File: config.mk
export PLATFORM = sky130hd
export DESIGN_NAME = uart_receiver
export DESIGN_NICKNAME = d
export VERILOG_FILES = /design/src/rtl/uart_pkg.sv /design/src/rtl/sync_2ff.sv /design/src/rtl/uart_receiver.sv
export SDC_FILE = /design/constraint.sdc
export NUM_CORES = 1
export LEC_CHECK = 0
export ABC_AREA = 1
export CELL_PAD_IN_SITES_DETAIL_PLACEMENT = 0
export CELL_PAD_IN_SITES_GLOBAL_PLACEMENT = 1
export CORE_MARGIN = 4
export CORE_UTILIZATION = 37
export CTS_CLUSTER_DIAMETER = 200
export DETAILED_ROUTE_END_ITERATION = 16
export PLACE_DENSITY_LB_ADDON = 0.05
export SYNTH_ARGS = -nofsm -noshare
export SYNTH_HDL_FRONTEND = slang
export SYNTH_SLANG_ARGS = --single-unit
File: constraint.sdc
create_clock -name clk -period 1.3 [get_ports clk]
set_clock_uncertainty 0.1 [all_clocks]
set_input_delay 0.26 -clock clk [delete_from_list [all_inputs] [get_ports clk]]
set_output_delay 0.26 -clock clk [all_outputs]
set_load 0.01 [all_outputs]
File: src/rtl/uart_pkg.sv
// Shared UART definitions: FSM state encoding (common to receiver and transmitter),
// default bit timing and character width.
// Latency: n/a (declarations only). Backpressure: n/a.
package uart_pkg;

    localparam int DEFAULT_CLKS_PER_BIT = 16;
    localparam int DATA_BITS            = 8;

    typedef enum logic [2:0] {
        IDLE      = 3'd0,
        START     = 3'd1,
        DATA      = 3'd2,
        STOP      = 3'd3,
        WAIT_HIGH = 3'd4
    } uart_state_t;

endpackage

File: src/rtl/sync_2ff.sv
// Two-flop synchronizer for a single asynchronous level; both flops reset to 1 (line idle).
// Latency: 2 clk cycles from d to q.
// Backpressure: none, free-running.
// Ports: clk - clock; reset - async active-low; d - async input; q - synchronized output.
module sync_2ff (
    input  logic clk,
    input  logic reset,
    input  logic d,
    output logic q
);

    logic meta;

    always_ff @(posedge clk or negedge reset) begin
        if (!reset) begin
            meta <= 1'b1;
            q    <= 1'b1;
        end else begin
            meta <= d;
            q    <= meta;
        end
    end

endmodule

File: src/rtl/uart_receiver.sv
// 8N1 UART receiver: mid-bit sampling, framing-error detection, break lock-out.
// Latency: Rx falling edge to RxListo pulse = 3 + CLKS_PER_BIT/2 + 9*CLKS_PER_BIT cycles.
// Backpressure: none; data holds the last good byte until the next one overwrites it.
// Ports: clk, reset (async active-low), Rx (serial in, idle high), data (last good byte),
//        RxListo (1-cycle pulse on new data), ErrorTrama (1-cycle pulse on bad stop bit),
//        Ocupado (high whenever the FSM is not in IDLE).
module uart_receiver
    import uart_pkg::*;
#(
    parameter int CLKS_PER_BIT = DEFAULT_CLKS_PER_BIT
) (
    input  logic                 clk,
    input  logic                 reset,
    input  logic                 Rx,
    output logic [DATA_BITS-1:0] data,
    output logic                 RxListo,
    output logic                 ErrorTrama,
    output logic                 Ocupado
);

    localparam int TW = $clog2(CLKS_PER_BIT);
    localparam logic [TW-1:0] TICK_LAST = TW'(CLKS_PER_BIT - 1);
    localparam logic [TW-1:0] HALF_LAST = TW'(CLKS_PER_BIT / 2 - 1);
    localparam logic [2:0]    IDX_LAST  = 3'(DATA_BITS - 1);

    logic                 rxs;
    uart_state_t          state;
    uart_state_t          state_nxt;
    logic [TW-1:0]        tick;
    logic [2:0]           idx;
    logic [DATA_BITS-1:0] shift;
    logic                 tick_last;
    logic                 half_last;

    sync_2ff u_sync (
        .clk   (clk),
        .reset (reset),
        .d     (Rx),
        .q     (rxs)
    );

    assign tick_last = (tick == TICK_LAST);
    assign half_last = (tick == HALF_LAST);

    always_comb begin
        state_nxt = state;
        case (state)
            IDLE:      if (!rxs) state_nxt = START;
            // Re-check the start bit at its middle to reject short glitches.
            START:     if (half_last) state_nxt = rxs ? IDLE : DATA;
            DATA:      if (tick_last && idx == IDX_LAST) state_nxt = STOP;
            STOP:      if (tick_last) state_nxt = rxs ? IDLE : WAIT_HIGH;
            // A held-low line (break) must return high before a new start is accepted.
            WAIT_HIGH: if (rxs) state_nxt = IDLE;
            default:   state_nxt = IDLE;
        endcase
    end

    always_ff @(posedge clk or negedge reset) begin
        if (!reset) begin
            state      <= IDLE;
            tick       <= '0;
            idx        <= '0;
            shift      <= '0;
            data       <= '0;
            RxListo    <= 1'b0;
            ErrorTrama <= 1'b0;
            Ocupado    <= 1'b0;
        end else begin
            state      <= state_nxt;
            // Registered copy of (state != IDLE), aligned with the state register.
            Ocupado    <= (state_nxt != IDLE);
            RxListo    <= 1'b0;
            ErrorTrama <= 1'b0;
            case (state)
                IDLE: begin
                    tick <= '0;
                    idx  <= '0;
                end
                START: begin
                    idx  <= '0;
                    tick <= half_last ? '0 : tick + TW'(1);
                end
                DATA: begin
                    // Counting restarts at mid start bit, so each wrap lands mid data bit.
                    if (tick_last) begin
                        tick       <= '0;
                        shift[idx] <= rxs;
                        idx        <= idx + 3'd1;
                    end else begin
                        tick <= tick + TW'(1);
                    end
                end
                STOP: begin
                    if (tick_last) begin
                        tick <= '0;
                        if (rxs) begin
                            data    <= shift;
                            RxListo <= 1'b1;
                        end else begin
                            ErrorTrama <= 1'b1;
                        end
                    end else begin
                        tick <= tick + TW'(1);
                    end
                end
                WAIT_HIGH: begin
                    tick <= '0;
                    idx  <= '0;
                end
                default: begin
                    tick <= '0;
                    idx  <= '0;
                end
            endcase
        end
    end

endmodule

==> reports/qor.txt, run 1 <==
status: complete, but fails checks
violated checks: negative setup slack
Worst-Margin Slew: 0.304 ns
mapped cell area: 0.00138 mm2
wire per inst: 12.7 um
period utilisation layout: 108%
FP Rows: 21
endpoints failing hold: 0
RSZ-0062 raised after global routing: yes
Reg2Reg Setup Slack: -0.11 ns
DRT Pass-1 Iters: 4
htree depth: 2
number of fill cells: 334
mean post-synth cell area: 8.77 um2
TritonCTS Buffers: 5
VDD IR max: 0.776 mV
placed cell areas: 0.00166 mm2
TritonCTS clock tree: done
worst path required time: 1.42 ns
vias in the first global route: 1110
initial DRC count: 55
most frequent cells in the layout: nand2_1 (40), dfrtp_1 (28), buf_4 (14)
synth warn: 0
Worst Path Max Fanout: 5
final WL: 3070 um
GRT Total Usage: 15.4%
drt via density: 4.76
clk_lat worst skew: 0.28 ns
CP startpoint kind: flip-flop
die extent in y: 69.0 um
Max Freq: 0.709 GHz
DP Wirelength: 2050 um
most common cell after layout, fill and taps aside: nand2_1
post-synthesis cell count: 157
final worst slack: -0.110 ns
Setup TNS Final: -1.42 ns
Final setup viols: 21
first-pass GRT wire length: 5160 um
Synth Register Bits: 31
Crit. End Element: flip-flop
pins over their slew limit: 0
IO Pins: 14
area share of fa/ha/maj cells after synthesis: 2.73%
Yosys cell types: 21
final instance area: 0.00196 mm2
Slew HR: 79.7%
largest net degree at the start of global routing: 32
drt drc: 0
R2R Path Start: tick[1]
Post-Synth Simple-Gate Area: 27.1%
Core Footprint: 0.00347 mm2
share of cells above drive strength 1: 35.2%
area delta synth->final: 42.4%
worst hold path type: in -> async
Synth Area in Compound Gates: 7.00%
die area: 0.00476 mm2
total gr overflow: 0
number of hold buffers added after cts: 0
initial core utilization: 39.7%
Net Count, Synth: 163
fin nets: 201
Crit Path Class: reg -> reg
antenna diode count: 0
Worst R2R Path Depth: 8
xor/xnor cell area share of the yosys netlist: 0.636%
sequential area share after synthesis: 56.5%
post-synthesis mux area share: 0%
Final min period: 1.41 ns
clock slew at reported path FFs: 0.07 ns
RR Endpoint: shift[4]
vias: 1152
width of the die: 69.0 um
Root Driver: clkbuf_8
largest family of logic cells by synthesized area: simple AND/OR/NAND/NOR gates
pwr dens: 1390 mW/mm2
Max Root-Sink Buffers: 2
crit path DAT: 1.53 ns
initial antenna violation count: 0
Max Cap Viol: 0
clk sink count: 31
Routed Antenna Nets: 0
Port Buf Inserts: 13
routability cong.: 0.827
Leak: 1.04 nW
worst max-delay path: stages, from the launching register on:
cell and delay, ns:
dfrtp_1 0.39, ha_4 0.20, nand2_4 0.06, nor2_4 0.12
nand2_4 0.09, buf_6 0.14, nor2_4 0.10, nand3_1 0.07
nand2_1 0.07
metal layers:
layer | GRT usage, % | share of wire (%) | vias to the layer above
met5 | 0 | 0 | -
met4 | 7.54 | 2.2 | 0
met3 | 5.02 | 4.5 | 7
met2 | 23.0 | 45 | 20
met1 | 19.8 | 48 | 542
li1 | - | - | 583
synth_stat cells (all sizes together):
cell type | n | area [um2]
dfrtp | 29 | 726
a21boi | 1 | 7.51
dfstp | 2 | 52.6
clkinv | 1 | 8.76
nor2 | 14 | 65.1
nand3 | 9 | 45.0
nor3 | 1 | 5.00
nand2 | 55 | 214
ha | 3 | 37.5
o21ai | 12 | 60.1
nand4 | 7 | 43.8
o22ai | 1 | 6.26
xor2 | 1 | 8.76
buf | 3 | 21.3
a21oi | 3 | 15.0
inv | 14 | 52.6
o21bai | 1 | 7.51
report_power, final:
part	total, W	internal (W)	leakage (nW)	switching [W]
clock network	0.000715	0.000375	0.0422	0.000340
logic	0.000818	0.000397	0.581	0.000421
registers	0.00119	0.00107	0.412	0.000120
total	0.00272	0.00184	1.04	0.000880
cells by family after synthesis:
family / Yosys count
buffers and inverters: 18
adders and majority gates: 3
AOI/OAI and AO/OA: 18
and+or+nand+nor: 86
xor gates and xnor gates: 1
DFF: 31
registers in the layout (all words and copies together), names as in the netlist:
signal       cells
u_sync.meta      1
RxListo          1
shift            8
ErrorTrama       1
Ocupado          1
u_sync.q         1
idx              3
tick             4
data             8
state            3
how the worst max path moves through the flow:
stage | start | endpoint | slack [ns] | cells past startpoint
finish | tick[1] | shift[4] | -0.11 | 8
global route | tick[1] | shift[6] | -0.21 | 8
CTS | tick[0] | shift[4] | -0.12 | 8
detailed placement | tick[0] | idx[1] | -0.20 | 5
global placement | tick[1] | idx[1] | -0.18 | 5
floorplan | tick[0] | shift[4] | -0.04 | 7
layout make-up:
class                           count  area, um2  share of cell area (%)
Tap cell                           46       57.6                    2.94
Inverter                           15       63.8                    3.26
Multi-Input combinational cell    109        674                    34.4
Timing Repair Buffer               32        294                    15.0
Clock buffer                        7       76.3                    3.90
Clock inverter                      1       5.00                   0.255
Timing Repair inverter              1       8.76                   0.447
Sequential cell                    31        779                    39.8
repair_timing:
action	4_1_cts	5_1_grt
pin swaps	9	15
gates cloned	3	0
resized for setup	50	24
buffers inserted	2	2
endpoints found under the setup margin	36	31
per-stage QoR:
step | setup WS [ns] | utilization, % | hold slack [ns] | power [W] | instances
2_1_floorplan | -0.0409 | - | -0.136 | 0.00146 | 157
3_3_place_gp | -0.175 | 47.9 | 0.251 | 0.00176 | 227
3_5_place_dp | -0.197 | 47.9 | 0.248 | 0.00177 | 227
4_1_cts | -0.117 | 54.5 | 0.233 | 0.00268 | 240
5_1_grt | -0.214 | 56.5 | 0.232 | 0.00291 | 242
6_report | -0.110 | 56.5 | 0.234 | 0.00272 | 242
Power figures use the tool's default switching activity.
==> run 2: changes to the inputs <==
--- a/config.mk
+++ b/config.mk
@@ -12,7 +12,8 @@
 export CORE_UTILIZATION = 37
 export CTS_CLUSTER_DIAMETER = 200
 export DETAILED_ROUTE_END_ITERATION = 16
-export PLACE_DENSITY_LB_ADDON = 0.05
+export PLACE_DENSITY_LB_ADDON = 0.1
+export SETUP_SLACK_MARGIN = 0.2
 export SYNTH_ARGS = -nofsm -noshare
 export SYNTH_HDL_FRONTEND = slang
 export SYNTH_SLANG_ARGS = --single-unit
==> run 2 against run 1 <==
- the flow still finishes with violations (negative setup slack)
- core utilization is 0.72 points lower
- count of clock-buffer cells in the layout stayed put
- first-iteration DRC count is 58% lower
- clock power is 7.7% higher
- wire length is 3.0% lower
- flip-flop and latch count stayed put
- setup slack better by 0.037 ns
- die area stayed put
- combinational power is 1% lower
- critical path type unchanged
==> reports/qor.txt, run 2 (synthesis results as in run 1) <==
Crit. End Element: flip-flop (unchanged)
period utilisation layout: 106% (was 108%)
Reg2Reg Setup Slack: -0.07 ns (was -0.11 ns)
Max Cap Viol: 0 (unchanged)
IO Pins: 14 (unchanged)
final worst slack: -0.0728 ns (was -0.110 ns)
Int Power: 0.00185 W (was 0.00184 W)
number of fill cells: 352 (was 334)
most common cell after layout, fill and taps aside: nand2_1 (unchanged)
FP Rows: 21 (unchanged)
pins over their slew limit: 0 (unchanged)
Worst-Margin Slew: 0.247 ns (was 0.304 ns)
VDD IR max: 0.743 mV (was 0.776 mV)
wire per inst: 12.0 um (was 12.7 um)
pre-CTS setup slack: -0.166 ns (was -0.197 ns)
die area: 0.00476 mm2 (unchanged)
biggest regs: data (8), shift (8), tick (4) (unchanged)
CP startpoint kind: flip-flop (unchanged)
clk sink count: 31 (unchanged)
initial core utilization: 39.7% (unchanged)
Slew HR: 83.5% (was 79.7%)
Finished Core Util: 55.8% (was 56.5%)
drt via density: 4.72 (was 4.76)
DRT Pass-1 Iters: 5 (was 4)
die extent in y: 69.0 um (unchanged)
Leak: 1.04 nW (about the same)
Final min period: 1.37 ns (was 1.41 ns)
Final setup viols: 20 (was 21)
RR Endpoint: shift[0] (was shift[4])
area delta synth->final: 40.5% (was 42.4%)
Inst Count DP: 228 (was 227)
Max Root-Sink Buffers: 2 (unchanged)
drt drc: 0 (unchanged)
fin nets: 207 (was 201)
Max Freq: 0.728 GHz (was 0.709 GHz)
Comb pwr share: 29.6% (was 30.0%)
crit path DAT: 1.45 ns (was 1.53 ns)
RSZ-0062 raised after global routing: yes (unchanged)
R2R Path Start: tick[1] (unchanged)
Crit Path Class: reg -> reg (unchanged)
clock slew at reported path FFs: 0.06 ns (was 0.07 ns)
P_sw: 0.000883 W (was 0.000880 W)
Routed Antenna Nets: 0 (unchanged)
met2 usage: 23.3% (was 23.0%)
pwr dens: 1410 mW/mm2 (was 1390 mW/mm2)
global routing usage on met1: 20.8% (was 19.8%)
share of cells above drive strength 1: 40.6% (was 35.2%)
Core Footprint: 0.00347 mm2 (unchanged)
vias in the first global route: 1139 (was 1110)
GRT Total Usage: 15.8% (was 15.4%)
Seq pwr share: 42.2% (was 43.7%)
DP Wirelength: 1980 um (was 2050 um)
total gr overflow: 0 (unchanged)
clock power share: 28.2% (was 26.3%)
first-pass GRT wire length: 5330 um (was 5160 um)
GR Layer Usage met3: 6.32% (was 5.02%)
antenna diode count: 0 (unchanged)
worst hold path type: in -> async (unchanged)
GRT busiest layer: met2 (unchanged)
initial antenna violation count: 0 (unchanged)
fin cells: 248 (was 242)
status: complete, but fails checks (unchanged)
htree depth: 2 (unchanged)
TritonCTS Buffers: 5 (unchanged)
most frequent cells in the layout: nand2_1 (41), dfrtp_1 (29), buf_4 (21) (was nand2_1 (40), dfrtp_1 (28), buf_4 (14))
Worst R2R Path Depth: 7 (was 8)
Worst Path Max Fanout: 4 (was 5)
endpoints failing hold: 0 (unchanged)
violated checks: negative setup slack (unchanged)
TritonCTS clock tree: done (unchanged)
vias: 1170 (was 1152)
initial DRC count: 23 (was 55)
Root Driver: clkbuf_8 (unchanged)
width of the die: 69.0 um (unchanged)
routability cong.: 0.877 (was 0.827)
clk_lat worst skew: 0.28 ns (about the same)
Switching Fraction: 32.3% (about the same)
final WL: 2980 um (was 3070 um)
number of hold buffers added after cts: 0 (unchanged)
Port Buf Inserts: 13 (unchanged)
worst path required time: 1.38 ns (was 1.42 ns)
largest net degree at the start of global routing: 32 (unchanged)
run 2: changes by cell type in the layout (fill, tap and decap cells not counted), sizes merged:
cell / previous run / this run
clkbuf: 8 / 7
clkdlybuf4s15: 9 / 0
buf: 19 / 36
dlygate4sd2: 1 / 0
run 2: stage by stage:
step | setup TNS (ns) | hold slack [ns] | cell area [um2] | total power, W
after floorplan | -0.214 | -0.136 | 1400 | 0.00150
after global placement | -1.63 | 0.250 | 1690 | 0.00178
after detailed placement | -1.89 | 0.248 | 1690 | 0.00178
after CTS | -1.17 | 0.248 | 1870 | 0.00269
after global routing | -2.81 | 0.256 | 1930 | 0.00292
final | -1.07 | 0.245 | 1930 | 0.00273
run 2: power groups by stage:
| stage | Sequential (W) | Combinational [W] | Clock [W] |
|---|---|---|---|
| floorplan | 0.00118 | 0.000321 | 0 |
| global placement | 0.00117 | 0.000608 | 0 |
| detailed placement | 0.00117 | 0.000616 | 0 |
| CTS | 0.00116 | 0.000739 | 0.000786 |
| global route | 0.00116 | 0.000918 | 0.000842 |
| finish | 0.00115 | 0.000810 | 0.000770 |
run 2: worst max-delay path by stage:
stage,slack (ns),to,startpoint
floorplan,-0.02,Ocupado,tick[0]
global placement,-0.14,shift[3],tick[0]
detailed placement,-0.17,shift[6],tick[1]
CTS,-0.08,shift[4],tick[0]
global route,-0.16,shift[4],state[2]
finish,-0.07,shift[0],tick[1]
run 2: final cells by class:
type	count	area, um2	share of cell area [%]
clock buffers	7	86.3	4.46
clock inverters	1	5.00	0.259
inverters	15	61.3	3.17
multi-input cells	109	651	33.6
flip-flops and latches	31	778	40.2
well taps	46	57.6	2.98
repair buffers	38	287	14.8
repair inverters	1	8.76	0.453
run 2: critical path, cell delays in order, from the launching register on:
cell and delay (ns):
dfrtp_1 0.39, ha_4 0.20, nand2_4 0.07, nor2_4 0.11
nand2_4 0.08, buf_4 0.16, o21ai_1 0.11, nand2_1 0.06
run 2: timing repair:
item | CTS | global route
gates resized for setup | 68 | 16
hold endpoints to repair | 0 | 0
pin swaps | 3 | 9
cloned | 3 | 0
endpoints found under the setup margin | 39 | 40
setup buffers | 5 | 4
run 2: layer usage:
| layer | wire length (um) | share of wire (%) |
|---|---|---|
| met1 | 1490 | 50 |
| met2 | 1290 | 43 |
| met3 | 155 | 5.2 |
| met4 | 44 | 1.5 |
| met5 | 0 | 0 |
==> run 3: changes to the inputs <==
--- a/config.mk
+++ b/config.mk
@@ -6,6 +6,7 @@
 export NUM_CORES = 1
 export LEC_CHECK = 0
 export ABC_AREA = 1
+export CAP_MARGIN = 20
 export CELL_PAD_IN_SITES_DETAIL_PLACEMENT = 0
 export CELL_PAD_IN_SITES_GLOBAL_PLACEMENT = 1
 export CORE_MARGIN = 4
==> results of run 3 <==
Final layout, timing and power as in run 2 (identical DEF).
